==> src/rtl/uart_pkg.sv <==
// rtl/uart_pkg.sv - shared uart constants and transmit-feeder FSM encoding
//
// Exports:
//   tx_state_t      : feeder FSM states (ST_IDLE, ST_LOAD, ST_WAIT_DONE)
//   DEFAULT_BAUD    : default line rate in bits per second
//   DEFAULT_CLK_HZ  : default system clock frequency in hertz
package uart_pkg;

  typedef enum logic [1:0] {
    ST_IDLE      = 2'd0,
    ST_LOAD      = 2'd1,
    ST_WAIT_DONE = 2'd2
  } tx_state_t;

  localparam int DEFAULT_BAUD   = 9600;
  localparam int DEFAULT_CLK_HZ = 50000000;

endpackage

==> src/rtl/bit_sync.sv <==
// rtl/bit_sync.sv - generic multi-flop single-bit synchronizer
//
// Ports:
//   clk   : destination clock
//   reset : asynchronous active-low reset, flops load RESET_VAL
//   d     : asynchronous input bit
//   q     : d after STAGES destination-clock flops
module bit_sync #(
  parameter int   STAGES    = 2,
  parameter logic RESET_VAL = 1'b1
) (
  input  logic clk,
  input  logic reset,
  input  logic d,
  output logic q
);

  logic [STAGES-1:0] ff;

  always_ff @(posedge clk or negedge reset) begin
    if (!reset) begin
      ff <= {STAGES{RESET_VAL}};
    end else begin
      ff <= {ff[STAGES-2:0], d};
    end
  end

  assign q = ff[STAGES-1];

endmodule

==> src/rtl/uart_tx_feeder.sv <==
// rtl/uart_tx_feeder.sv - byte FIFO and load controller in front of the uart transmitter
//
// Ports:
//   clk, reset        : system clock, asynchronous active-low reset
//   wr_en, wr_data    : host byte write (one per cycle)
//   enable            : allow draining the FIFO to the uart
//   clr_err           : clears overflow and ld_err
//   tx_empty          : uart idle flag, asynchronous to clk
//   full, empty, count: FIFO status from the registered occupancy
//   ld_tx_data,tx_data: load request and byte to the uart
//   tx_enable         : enable delayed one cycle, to the uart
//   busy              : a byte is being handed over (LOAD or WAIT_DONE)
//   overflow, ld_err  : sticky error flags
module uart_tx_feeder
  import uart_pkg::*;
#(
  parameter int DEPTH       = 16,
  parameter int AW          = 4,
  parameter int SYNC_STAGES = 2,
  parameter int LD_TIMEOUT  = 20000
) (
  input  logic          clk,
  input  logic          reset,
  input  logic          wr_en,
  input  logic [7:0]    wr_data,
  input  logic          enable,
  input  logic          clr_err,
  input  logic          tx_empty,
  output logic          full,
  output logic          empty,
  output logic [AW:0]   count,
  output logic          ld_tx_data,
  output logic [7:0]    tx_data,
  output logic          tx_enable,
  output logic          busy,
  output logic          overflow,
  output logic          ld_err
);

  localparam int TW = $clog2(LD_TIMEOUT + 1);

  logic [7:0]    mem [DEPTH];
  logic [AW-1:0] wptr;
  logic [AW-1:0] rptr;
  logic [AW:0]   cnt;
  logic [TW-1:0] timer;
  tx_state_t     state;
  logic          txe_s;
  logic          wr_ok;
  logic          pop;

  bit_sync #(
    .STAGES    (SYNC_STAGES),
    .RESET_VAL (1'b1)
  ) u_txe_sync (
    .clk   (clk),
    .reset (reset),
    .d     (tx_empty),
    .q     (txe_s)
  );

  assign full  = (cnt == (AW+1)'(DEPTH));
  assign empty = (cnt == '0);
  assign count = cnt;

  assign wr_ok = wr_en && !full;
  // Pops only happen from IDLE with data present, so the FIFO never underflows.
  assign pop   = (state == ST_IDLE) && enable && !empty && txe_s;

  // Storage has no reset; contents are only meaningful below the count.
  always_ff @(posedge clk) begin
    if (wr_ok) begin
      mem[wptr] <= wr_data;
    end
  end

  always_ff @(posedge clk or negedge reset) begin
    if (!reset) begin
      wptr <= '0;
      rptr <= '0;
      cnt  <= '0;
    end else begin
      // Pointers wrap naturally because DEPTH is a power of two.
      if (wr_ok) wptr <= wptr + AW'(1);
      if (pop)   rptr <= rptr + AW'(1);
      case ({wr_ok, pop})
        2'b10:   cnt <= cnt + (AW+1)'(1);
        2'b01:   cnt <= cnt - (AW+1)'(1);
        default: cnt <= cnt;
      endcase
    end
  end

  // A dropped write wins over a clear in the same cycle.
  always_ff @(posedge clk or negedge reset) begin
    if (!reset) begin
      overflow <= 1'b0;
    end else if (wr_en && full) begin
      overflow <= 1'b1;
    end else if (clr_err) begin
      overflow <= 1'b0;
    end
  end

  always_ff @(posedge clk or negedge reset) begin
    if (!reset) begin
      tx_enable <= 1'b0;
    end else begin
      tx_enable <= enable;
    end
  end

  always_ff @(posedge clk or negedge reset) begin
    if (!reset) begin
      state      <= ST_IDLE;
      timer      <= '0;
      ld_tx_data <= 1'b0;
      tx_data    <= 8'h00;
      busy       <= 1'b0;
      ld_err     <= 1'b0;
    end else begin
      // Clear first so a timeout in the same cycle overrides it below.
      if (clr_err) ld_err <= 1'b0;
      case (state)
        ST_IDLE: begin
          if (pop) begin
            tx_data    <= mem[rptr];
            timer      <= '0;
            ld_tx_data <= 1'b1;
            busy       <= 1'b1;
            state      <= ST_LOAD;
          end
        end
        ST_LOAD: begin
          if (!txe_s) begin
            // The uart has taken the byte; release the load.
            ld_tx_data <= 1'b0;
            state      <= ST_WAIT_DONE;
          end else if (timer == TW'(LD_TIMEOUT - 1)) begin
            // Uart never responded: abandon this byte rather than retry it.
            ld_tx_data <= 1'b0;
            busy       <= 1'b0;
            ld_err     <= 1'b1;
            state      <= ST_IDLE;
          end else begin
            timer <= timer + TW'(1);
          end
        end
        ST_WAIT_DONE: begin
          if (txe_s) begin
            busy  <= 1'b0;
            state <= ST_IDLE;
          end
        end
        default: begin
          ld_tx_data <= 1'b0;
          busy       <= 1'b0;
          state      <= ST_IDLE;
        end
      endcase
    end
  end

endmodule

==> config.mk <==
export PLATFORM = sky130hd
export DESIGN_NAME = uart_tx_feeder
export DESIGN_NICKNAME = d
export VERILOG_FILES = /design/src/rtl/uart_pkg.sv /design/src/rtl/bit_sync.sv /design/src/rtl/uart_tx_feeder.sv
export SDC_FILE = /design/constraint.sdc
export NUM_CORES = 1
export LEC_CHECK = 0
export CAP_MARGIN = 20
export CORE_MARGIN = 10
export CORE_UTILIZATION = 60
export DETAILED_ROUTE_END_ITERATION = 12
export PLACE_DENSITY_LB_ADDON = 0.1
export SYNTH_ARGS = -nofsm -noshare
export SYNTH_HDL_FRONTEND = slang
export SYNTH_SLANG_ARGS = --single-unit
==> constraint.sdc <==
create_clock -name clk -period 3.8 [get_ports clk]
set_input_delay 1.14 -clock clk [delete_from_list [all_inputs] [get_ports clk]]
set_output_delay 1.14 -clock clk [all_outputs]
set_load 0.01 [all_outputs]
* Yosys cells after proc, flatten, opt, wreduce, memory -nomap -nowiden
Memory sizes are Yosys's and may differ from the RTL's. A register that Yosys moved wholly into a read port is not among the register bits.
Index checks and enable logic that the tools add are counted.
** Operators by class
- Reductions and logical operators :: 18
- Mux-type cells :: 25
- Equality and inequality tests :: 12
- $add $sub $neg :: 5
- Bitwise gates (word level) :: 1
** Operators with widths (count)
- $mux 15 :: 3
- $pmux 15 s2 :: 1
- $add 15x1->15 const B :: 1
- $eq 15x15->1 const B :: 1
- $mux 1 :: 13
- $pmux 5 s2 :: 1
- $add 4x1->4 const B :: 2
- $mux 2 :: 4
- $reduce_and 4->1 :: 2
- $ne 2x2->1 const B :: 3
- $pmux 1 s3 :: 2
- $pmux 2 s3 :: 1
- $reduce_and 3->1 :: 2
- $reduce_bool 2->1 :: 3
- $add 5x1->5 const B :: 1
- $eq 5x5->1 const B :: 1
- $logic_and 1x1->1 :: 5
- $logic_not 5->1 :: 1
- $sub 5x1->5 const B :: 1
- $eq 2x1->1 const B :: 2
- $eq 2x2->1 const B :: 2
- $ne 2x1->1 const B :: 2
- $logic_not 1->1 :: 3
- $ne 3x3->1 const B :: 1
- other kinds (3) :: 3
** Storage, ports and cells
- Memories :: 1
- Input bits :: 14
- Logic and storage cells :: 73
- Output and inout bits :: 20
- RAM bits :: 128
- Register bits after elaboration :: 37
** Memory list
- mem :: depth 16, width 8, rd ports 1, clocked after Yosys merged registers in 1, wr ports 1, line uart_tx_feeder.sv:42 : logic [7:0] mem [DEPTH];

* Logic depth before layout (Yosys ltp)
Gate-level depths: netlist of run 1.
- Depth after elaboration :: 6
- Mapped depth :: 13
- Mapped depth without buffers :: 12

* Cells and area by module
A second synthesis of run 1 with hierarchy kept.
** Second synthesis, totals
- Cells, all modules :: 446
- Area, all modules :: 7179.4 µm²
** By module, submodules not included
- uart_tx_feeder :: area an instance 7126.8 µm², sequential area each 4919.7 µm², times used 1, cells each 444
- bit_sync :: area an instance 52.6 µm², sequential area each 52.6 µm², times used 1, cells each 2

* Least setup slack after synthesis of run 1
Ideal clock, no wire load.
- Kind :: input to register
- Start :: in wr_en
- End :: reg cnt[4] (netlist: count[4])
- Stages on the path :: 10
- Path buffers :: 1
- Setup slack :: 0.606 ns
- Library setup time :: 0.130 ns
- Arrival :: 3.064 ns
- Data required time :: 3.670 ns
- Cells stage by stage :: and2_1 -> clkbuf_1 -> inv_1 -> ha_1 -> ha_1 -> nor2b_1 -> o21ai_0 -> a21oi_1 -> or3b_2 -> xnor2_1
** On the way
- Cells in the longest elaborated chain, start to end :: 3
- Elaborated cells between the ends (all ways) :: 5
** RTL lines
- start, declared :: line uart_tx_feeder.sv:24 : input logic wr_en,
- $logic_and 1x1->1 * :: line uart_tx_feeder.sv:66 : assign wr_ok = wr_en && !full;
- $eq 2x1->1 / $eq 2x2->1 (equally long branches) :: line uart_tx_feeder.sv:86 : case ({wr_ok, pop})
- $pmux 5 s2 / $reduce_bool 2->1 (equally long branches)
- end signal, assigned :: line uart_tx_feeder.sv:87 : 2'b10: cnt <= cnt + (AW+1)'(1);
- end signal, assigned :: line uart_tx_feeder.sv:88 : 2'b01: cnt <= cnt - (AW+1)'(1);
- end signal, assigned :: line uart_tx_feeder.sv:89 : default: cnt <= cnt;
- end, declared :: line uart_tx_feeder.sv:45 : logic [AW:0] cnt;
Every way passes the cells marked *; elsewhere a longest branch is shown, timed or not.
A chain may end at the register's enable or synchronous reset.

* Worst setup path after layout of run 1
- Start :: reg cnt[0] (netlist: count[0])
- End :: out empty
** On the way
- Cells in the longest elaborated chain, start to end :: 1
** RTL lines
- $logic_not 5->1 :: line uart_tx_feeder.sv:63 : assign empty = (cnt == '0);
- end, declared :: line uart_tx_feeder.sv:30 : output logic empty,
No other way between the ends.

==> impl_metrics.json, run 1 <==
{
  "max_freq_mhz": 308,
  "numPlacedInstances": 620,
  "drc_errors": 0,
  "synth_area_per_cell_um2": 16.1,
  "cpPeakStageDelay_ps": 570,
  "io_pins": 34,
  "yosysTopAreaCell": "edfxtp_1",
  "fin_crit_ps": 3250,
  "synth_edf_count": 128,
  "hold_buffers": 0,
  "firstDrtPassIters": 5,
  "finalSetupViolCount": 0,
  "cts_tree": "yes",
  "portBuffers": 33,
  "final_common_cell": "edfxtp_1",
  "crit_chain": "or4_4, nor2_1, clkdlybuf4s50_1",
  "root_buffer": "clkbuf_16",
  "crit_path_end_kind": "primary output",
  "power_leakage_nw": 3.00,
  "wl_per_cell_um": 20.9,
  "async_flop_share_pct": 26.0,
  "area_delta_synth_final_pct": 15.8,
  "grt-ovfl-total": 0,
  "antenna_found_initial": 0,
  "fin_crit_sh_pct": 85.4,
  "yosysTopAreaCellShare_pct": 53.7,
  "numClockSinks": 173,
  "cts_made_buffers": 17,
  "slew_violations": 0,
  "yosysUniqueCellTypes": 46,
  "ys_warn_count": 0,
  "regArea_mm2": 0.00497,
  "ys_top_cells_by_area": "edfxtp_1, dfrtp_1, mux4_2, nand2_1, ha_1",
  "max_slew_margin_pct": 27.9,
  "vias": 3974,
  "die_w_um": 129,
  "synth_area_mm2": 0.00716,
  "first_iter_violations": 378,
  "wl_um": 13600,
  "cpMaxStageDelayCell": "or4_4",
  "gp_congestion": 0.847,
  "ys_ff_latch": 173,
  "fin_skew_ps": 10.5,
  "via_per_inst": 6.10,
  "arrival_ps": 2110,
  "ys_seq_area_share_pct": 69.4,
  "die_area_mm2": 0.0167,
  "diodes": 0,
  "hpwl_um": 8680,
  "hold_violations": 0,
  "worstPathRequired_ps": 2660,
  "n_fill_cell": 740,
  "grt_pass1_vias": 4115,
  "start_kind": "flip-flop",
  "grt_pass1_wl_um": 22200,
  "synthCells": 444,
  "grt_usage_pct": 17.8,
  "ir_drop_v": 0.000485,
  "path_class": "reg2out",
  "worstSkewPairLatency_ps": 430,
  "start_util_pct": 61.9,
  "setup_tns_ps": 0,
  "critical_path_buf_inv_count": 1,
  "die_y_um": 129,
  "h-tree-depth": 4,
  "mostFrequentLayoutCells": "edfxtp_1, nand2_1, dfrtp_1, mux4_2, clkdlybuf4s50_1",
  "nets": 522,
  "drv_cap": 0,
  "synthFlopType": "edfxtp_1",
  "clkTransAtPathRegs_ps": 60,
  "cellPowerDensity_mw_per_mm2": 733,
  "min-delay-path-class": "reg2reg",
  "multi_input_area_mm2": 0.00201,
  "cts_resized": 0,
  "worstPathMaxFanout": 6,
  "rsz0062_at_grt": "false",
  "cp_top_family": "simple AND/OR/NAND/NOR gates",
  "synth_nets": 469,
  "drive_above_1_share_pct": 19.8,
  "placeableCoreArea_mm2": 0.0116,
  "rrSetupSlack_ps": 780,
  "layoutNonFillerInstCount": 652,
  "grt_max_degree": 46,
  "postCtsSetupBuffers": 0,
  "utilization_pct": 71.7,
  "postRouteAntennaNets": 0,
  "cts_buffer_depth": 2,
  "placementRows": 39,
  "outcome": "complete, no violations",
  "worst_pin_slew_ps": 1080
}
-- worst reg2reg max path, cell delays in order, from the launching register on --
cell and delay [ps]:
dfrtp_1 440, or4_4 570, o2111ai_4 210, inv_2 60
ha_1 240, ha_1 330, nor2b_1 140, o21ai_0 230
a21oi_1 100, or3b_2 460, xnor2_1 130
-- power breakdown --
| part | internal (mW) | leakage [nW] | total (mW) | switching, mW |
|---|---|---|---|---|
| combinational | 0.885 | 0.998 | 1.74 | 0.858 |
| sequential | 2.37 | 1.72 | 2.69 | 0.314 |
| clock | 0.961 | 0.276 | 1.65 | 0.689 |
| total | 4.22 | 3.00 | 6.08 | 1.86 |
-- synthesized netlist by cell type (6+ instances only) --
master and instances:
a31oi_1 15, inv_1 10, nor3_1 9, mux4_2 32, nor2_1 19, nand2_1 43, clkbuf_1 6, a21oi_1 13
o21ai_0 17, mux2_2 8, ha_1 10, xnor2_1 9, edfxtp_1 128, dfrtp_1 43, nand3_1 10, mux2i_1 9
-- final timing paths --
| path | endpoint | depth (start not counted) | start |
|---|---|---|---|
| max in group asynchronous | u_txe_sync.ff[0] | 2 | reset |
| min | u_txe_sync.ff[1] | 0 | u_txe_sync.ff[0] |
| min reg2reg | u_txe_sync.ff[1] | 0 | u_txe_sync.ff[0] |
| max reg2reg | count[4] | 10 | count[0] |
| min in group asynchronous | count[3] | 1 | reset |
| max | empty | 3 | count[0] |
-- layer usage --
| metal | up-vias | track usage (%) | wire, µm |
|---|---|---|---|
| li1 | 1804 | - | - |
| met1 | 2005 | 21.6 | 5420 |
| met2 | 141 | 29.7 | 6990 |
| met3 | 24 | 5.14 | 987 |
| met4 | 0 | 7.02 | 241 |
| met5 | - | 0 | 0 |
-- cells by family (layout without fill, tap and decap cells) --
family	after synthesis	count (layout)	share of synthesized area, %
AOI/OAI and AO/OA	58	58	4.95
muxes	49	49	12.6
buffers and inverters	34	99	2.46
adders and majority gates	11	11	2.03
DFF	173	173	69.4
and+or+nand+nor	108	108	7.20
xor gates and xnor gates	11	11	1.35
-- sequential cells by signal, summed over array words and instances, names as in the netlist --
signal         cells
mem              128
timer             15
tx_data            8
count              5
rptr               4
wptr               4
state              2
u_txe_sync.ff      2
busy               1
ld_err             1
ld_tx_data         1
overflow           1
tx_enable          1
-- area by class of cell --
type	count	area share (%)
Sequential cell	173	60.0
Multi-Input combinational cell	237	24.3
Timing Repair Buffer	57	6.25
Clock buffer	17	5.13
Tap cell	143	2.16
Clock inverter	14	1.71
Inverter	11	0.498
-- stage by stage --
stage / instance area, µm² / worst slack [ps] / power [mW] / hold WS [ps]
after floorplan: 7160 / 606 / 3.90 / 345
after global placement: 7700 / 213 / 4.43 / 348
after detailed placement: 7700 / 108 / 4.49 / 349
after CTS: 8270 / 525 / 6.15 / 359
after global routing: 8290 / 341 / 6.43 / 364
final: 8290 / 554 / 6.08 / 358
(Power assumes the default switching activity.)
==> inputs of run 2 (changes only) <==
--- a/config.mk
+++ b/config.mk
@@ -6,10 +6,13 @@
 export NUM_CORES = 1
 export LEC_CHECK = 0
 export CAP_MARGIN = 20
+export CELL_PAD_IN_SITES_DETAIL_PLACEMENT = 1
+export CELL_PAD_IN_SITES_GLOBAL_PLACEMENT = 2
 export CORE_MARGIN = 10
-export CORE_UTILIZATION = 60
+export CORE_UTILIZATION = 45
 export DETAILED_ROUTE_END_ITERATION = 12
 export PLACE_DENSITY_LB_ADDON = 0.1
+export SKIP_CTS_REPAIR_TIMING = 1
 export SYNTH_ARGS = -nofsm -noshare
 export SYNTH_HDL_FRONTEND = slang
 export SYNTH_SLANG_ARGS = --single-unit
==> run 2 against run 1 <==
Maximum frequency shrank 2.0%. Non-clock buffer count grew 4. Clock power is 9% higher. Total power up 3.5%. Die area up 28%. Critical path depth grew 8. Sequential cell count unchanged. Global-route usage fell by 2.7 points. Worst setup slack worse by 65 ps. Count of clock-buffer cells in the layout did not move. Critical path type is now in2reg. Critical endpoint is now count[4]. Largest power group unchanged.
==> impl_metrics.json, run 2 (synthesis results as in run 1) <==
{
  "outcome": "complete, no violations",
  "postPlaceCellArea_mm2": 0.00785,
  "worst_pin_slew_ps": 1130,
  "regMostFlops": "mem",
  "fin_skew_ps": 7.00,
  "cts_buffer_depth": 2,
  "cpMaxStageDelayCell": "clkdlybuf4s50_1",
  "fin_crit_sh_pct": 87.1,
  "fin_crit_ps": 3310,
  "via_per_inst": 5.42,
  "n_fill_cell": 1504,
  "regArea_mm2": 0.00497,
  "top_regs": "mem x128, timer x15, tx_data x8",
  "worstSkewPairLatency_ps": 420,
  "cellPowerDensity_mw_per_mm2": 744,
  "worstPathMaxFanout": 4,
  "ir_drop_v": 0.000353,
  "final_common_cell": "edfxtp_1",
  "area_delta_synth_final_pct": 18.1,
  "cts_made_buffers": 17,
  "crit_path_end_kind": "flip-flop",
  "drive_above_1_share_pct": 21.2,
  "root_buffer": "clkbuf_16",
  "wl_per_cell_um": 21.3,
  "min-delay-path-class": "reg2reg",
  "first_iter_violations": 198,
  "drv_cap": 0,
  "h-tree-depth": 4,
  "portBuffers": 33,
  "crit_chain": "clkdlybuf4s50_1, o2111ai_4, inv_2, ha_1, inv_1, fa_1, nor2b_1, o21ai_0, nand3_1, or3b_2, xnor2_1",
  "hold_violations": 0,
  "clkTransAtPathRegs_ps": 70,
  "power_leakage_nw": 3.04,
  "nets": 526,
  "die_area_mm2": 0.0214,
  "slew_violations": 0,
  "start_util_pct": 45.6,
  "diodes": 0,
  "vias": 3960,
  "firstDrtPassIters": 4,
  "largest_reg_flops": 128,
  "grt_max_degree": 32,
  "max_freq_mhz": 302,
  "drc_errors": 0,
  "die_y_um": 146,
  "max_slew_margin_pct": 24.7,
  "mostFrequentLayoutCells": "edfxtp_1, nand2_1, dfrtp_1, mux4_2, clkdlybuf4s50_1",
  "arrival_ps": 3620,
  "antenna_found_initial": 0,
  "grt_pass1_vias": 4395,
  "placeableCoreArea_mm2": 0.0157,
  "finalSetupViolCount": 0,
  "path_class": "in2reg",
  "io_pins": 34,
  "die_w_um": 146,
  "start_kind": "input pin",
  "rsz0062_at_grt": "false",
  "setup_tns_ps": 0,
  "multi_input_area_mm2": 0.00201,
  "cts_tree": "yes",
  "numClockSinks": 173,
  "grt_usage_pct": 15.1,
  "cpPeakStageDelay_ps": 520,
  "gp_congestion": 0.768,
  "grt-ovfl-total": 0,
  "worstPathRequired_ps": 4100,
  "placementRows": 46,
  "hpwl_um": 10500,
  "wl_um": 15600,
  "fin_area_mm2": 0.00846,
  "grt_pass1_wl_um": 24800,
  "postRouteAntennaNets": 0
}
==> run 2: changes by cell type in the layout (fill, tap and decap cells not counted) <==
cell        change
buf_4           +4
clkinv_1        -3
clkinvlp_4      +2
bufinv_16       +1
inv_8           +1
==> run 2: final timing paths <==
path | slack [ps] | depth (start not counted) | to | start
max | 490 | 11 | count[4] | enable
min | 360 | 0 | u_txe_sync.ff[1] | u_txe_sync.ff[0]
max reg2reg | 750 | 10 | count[4] | count[0]
min reg2reg | 360 | 0 | u_txe_sync.ff[1] | u_txe_sync.ff[0]
max in group asynchronous | 2270 | 2 | wptr[2] | reset
min in group asynchronous | 790 | 1 | count[0] | reset
==> run 2: metal layers <==
layer  track usage, %  wire length, µm  up-vias
met5                0                0        -
met4             4.80              211        0
met3             4.14              492       14
met2             24.5             7590       57
met1             19.3             7280     2076
li1                 -                -     1813
==> run 2: metrics by stage <==
| stage | total power, mW | hold WS, ps | utilization [%] | cells | setup slack [ps] |
|---|---|---|---|---|---|
| 6_report | 6.29 | 358 | 53.8 | 730 | 489 |
| 5_1_grt | 6.65 | 360 | 53.8 | 730 | 401 |
| 4_1_cts | 6.37 | 360 | 53.8 | 730 | 500 |
| 3_5_place_dp | 4.56 | 348 | 49.9 | 698 | 59.6 |
| 3_3_place_gp | 4.50 | 349 | 49.9 | 698 | 156 |
| 2_1_floorplan | 3.90 | 345 | - | 444 | 606 |
==> run 2: worst max-delay path: cells and delay by family <==
family / cells / cell delay, ps
buffers and inverters: 3 / 720
and+or+nand+nor: 3 / 700
adders and majority gates: 2 / 660
AOI/OAI and AO/OA: 2 / 250
xor gates and xnor gates: 1 / 130
==> run 2: area by class of cell <==
cell class,instances,area share [%]
sequential,173,58.8
timing repair buffer,61,6.48
inverter,11,0.488
clock buffer,17,5.03
tap,216,3.20
multi-input combinational,237,23.8
clock inverter,15,2.20
==> run 2: power by group <==
| group | leakage (nW) | switching, mW | internal (mW) | total [mW] |
|---|---|---|---|---|
| sequential | 1.72 | 0.408 | 2.37 | 2.78 |
| combinational | 1.02 | 0.814 | 0.905 | 1.72 |
| clock | 0.292 | 0.751 | 1.04 | 1.80 |
| total | 3.04 | 1.97 | 4.32 | 6.29 |
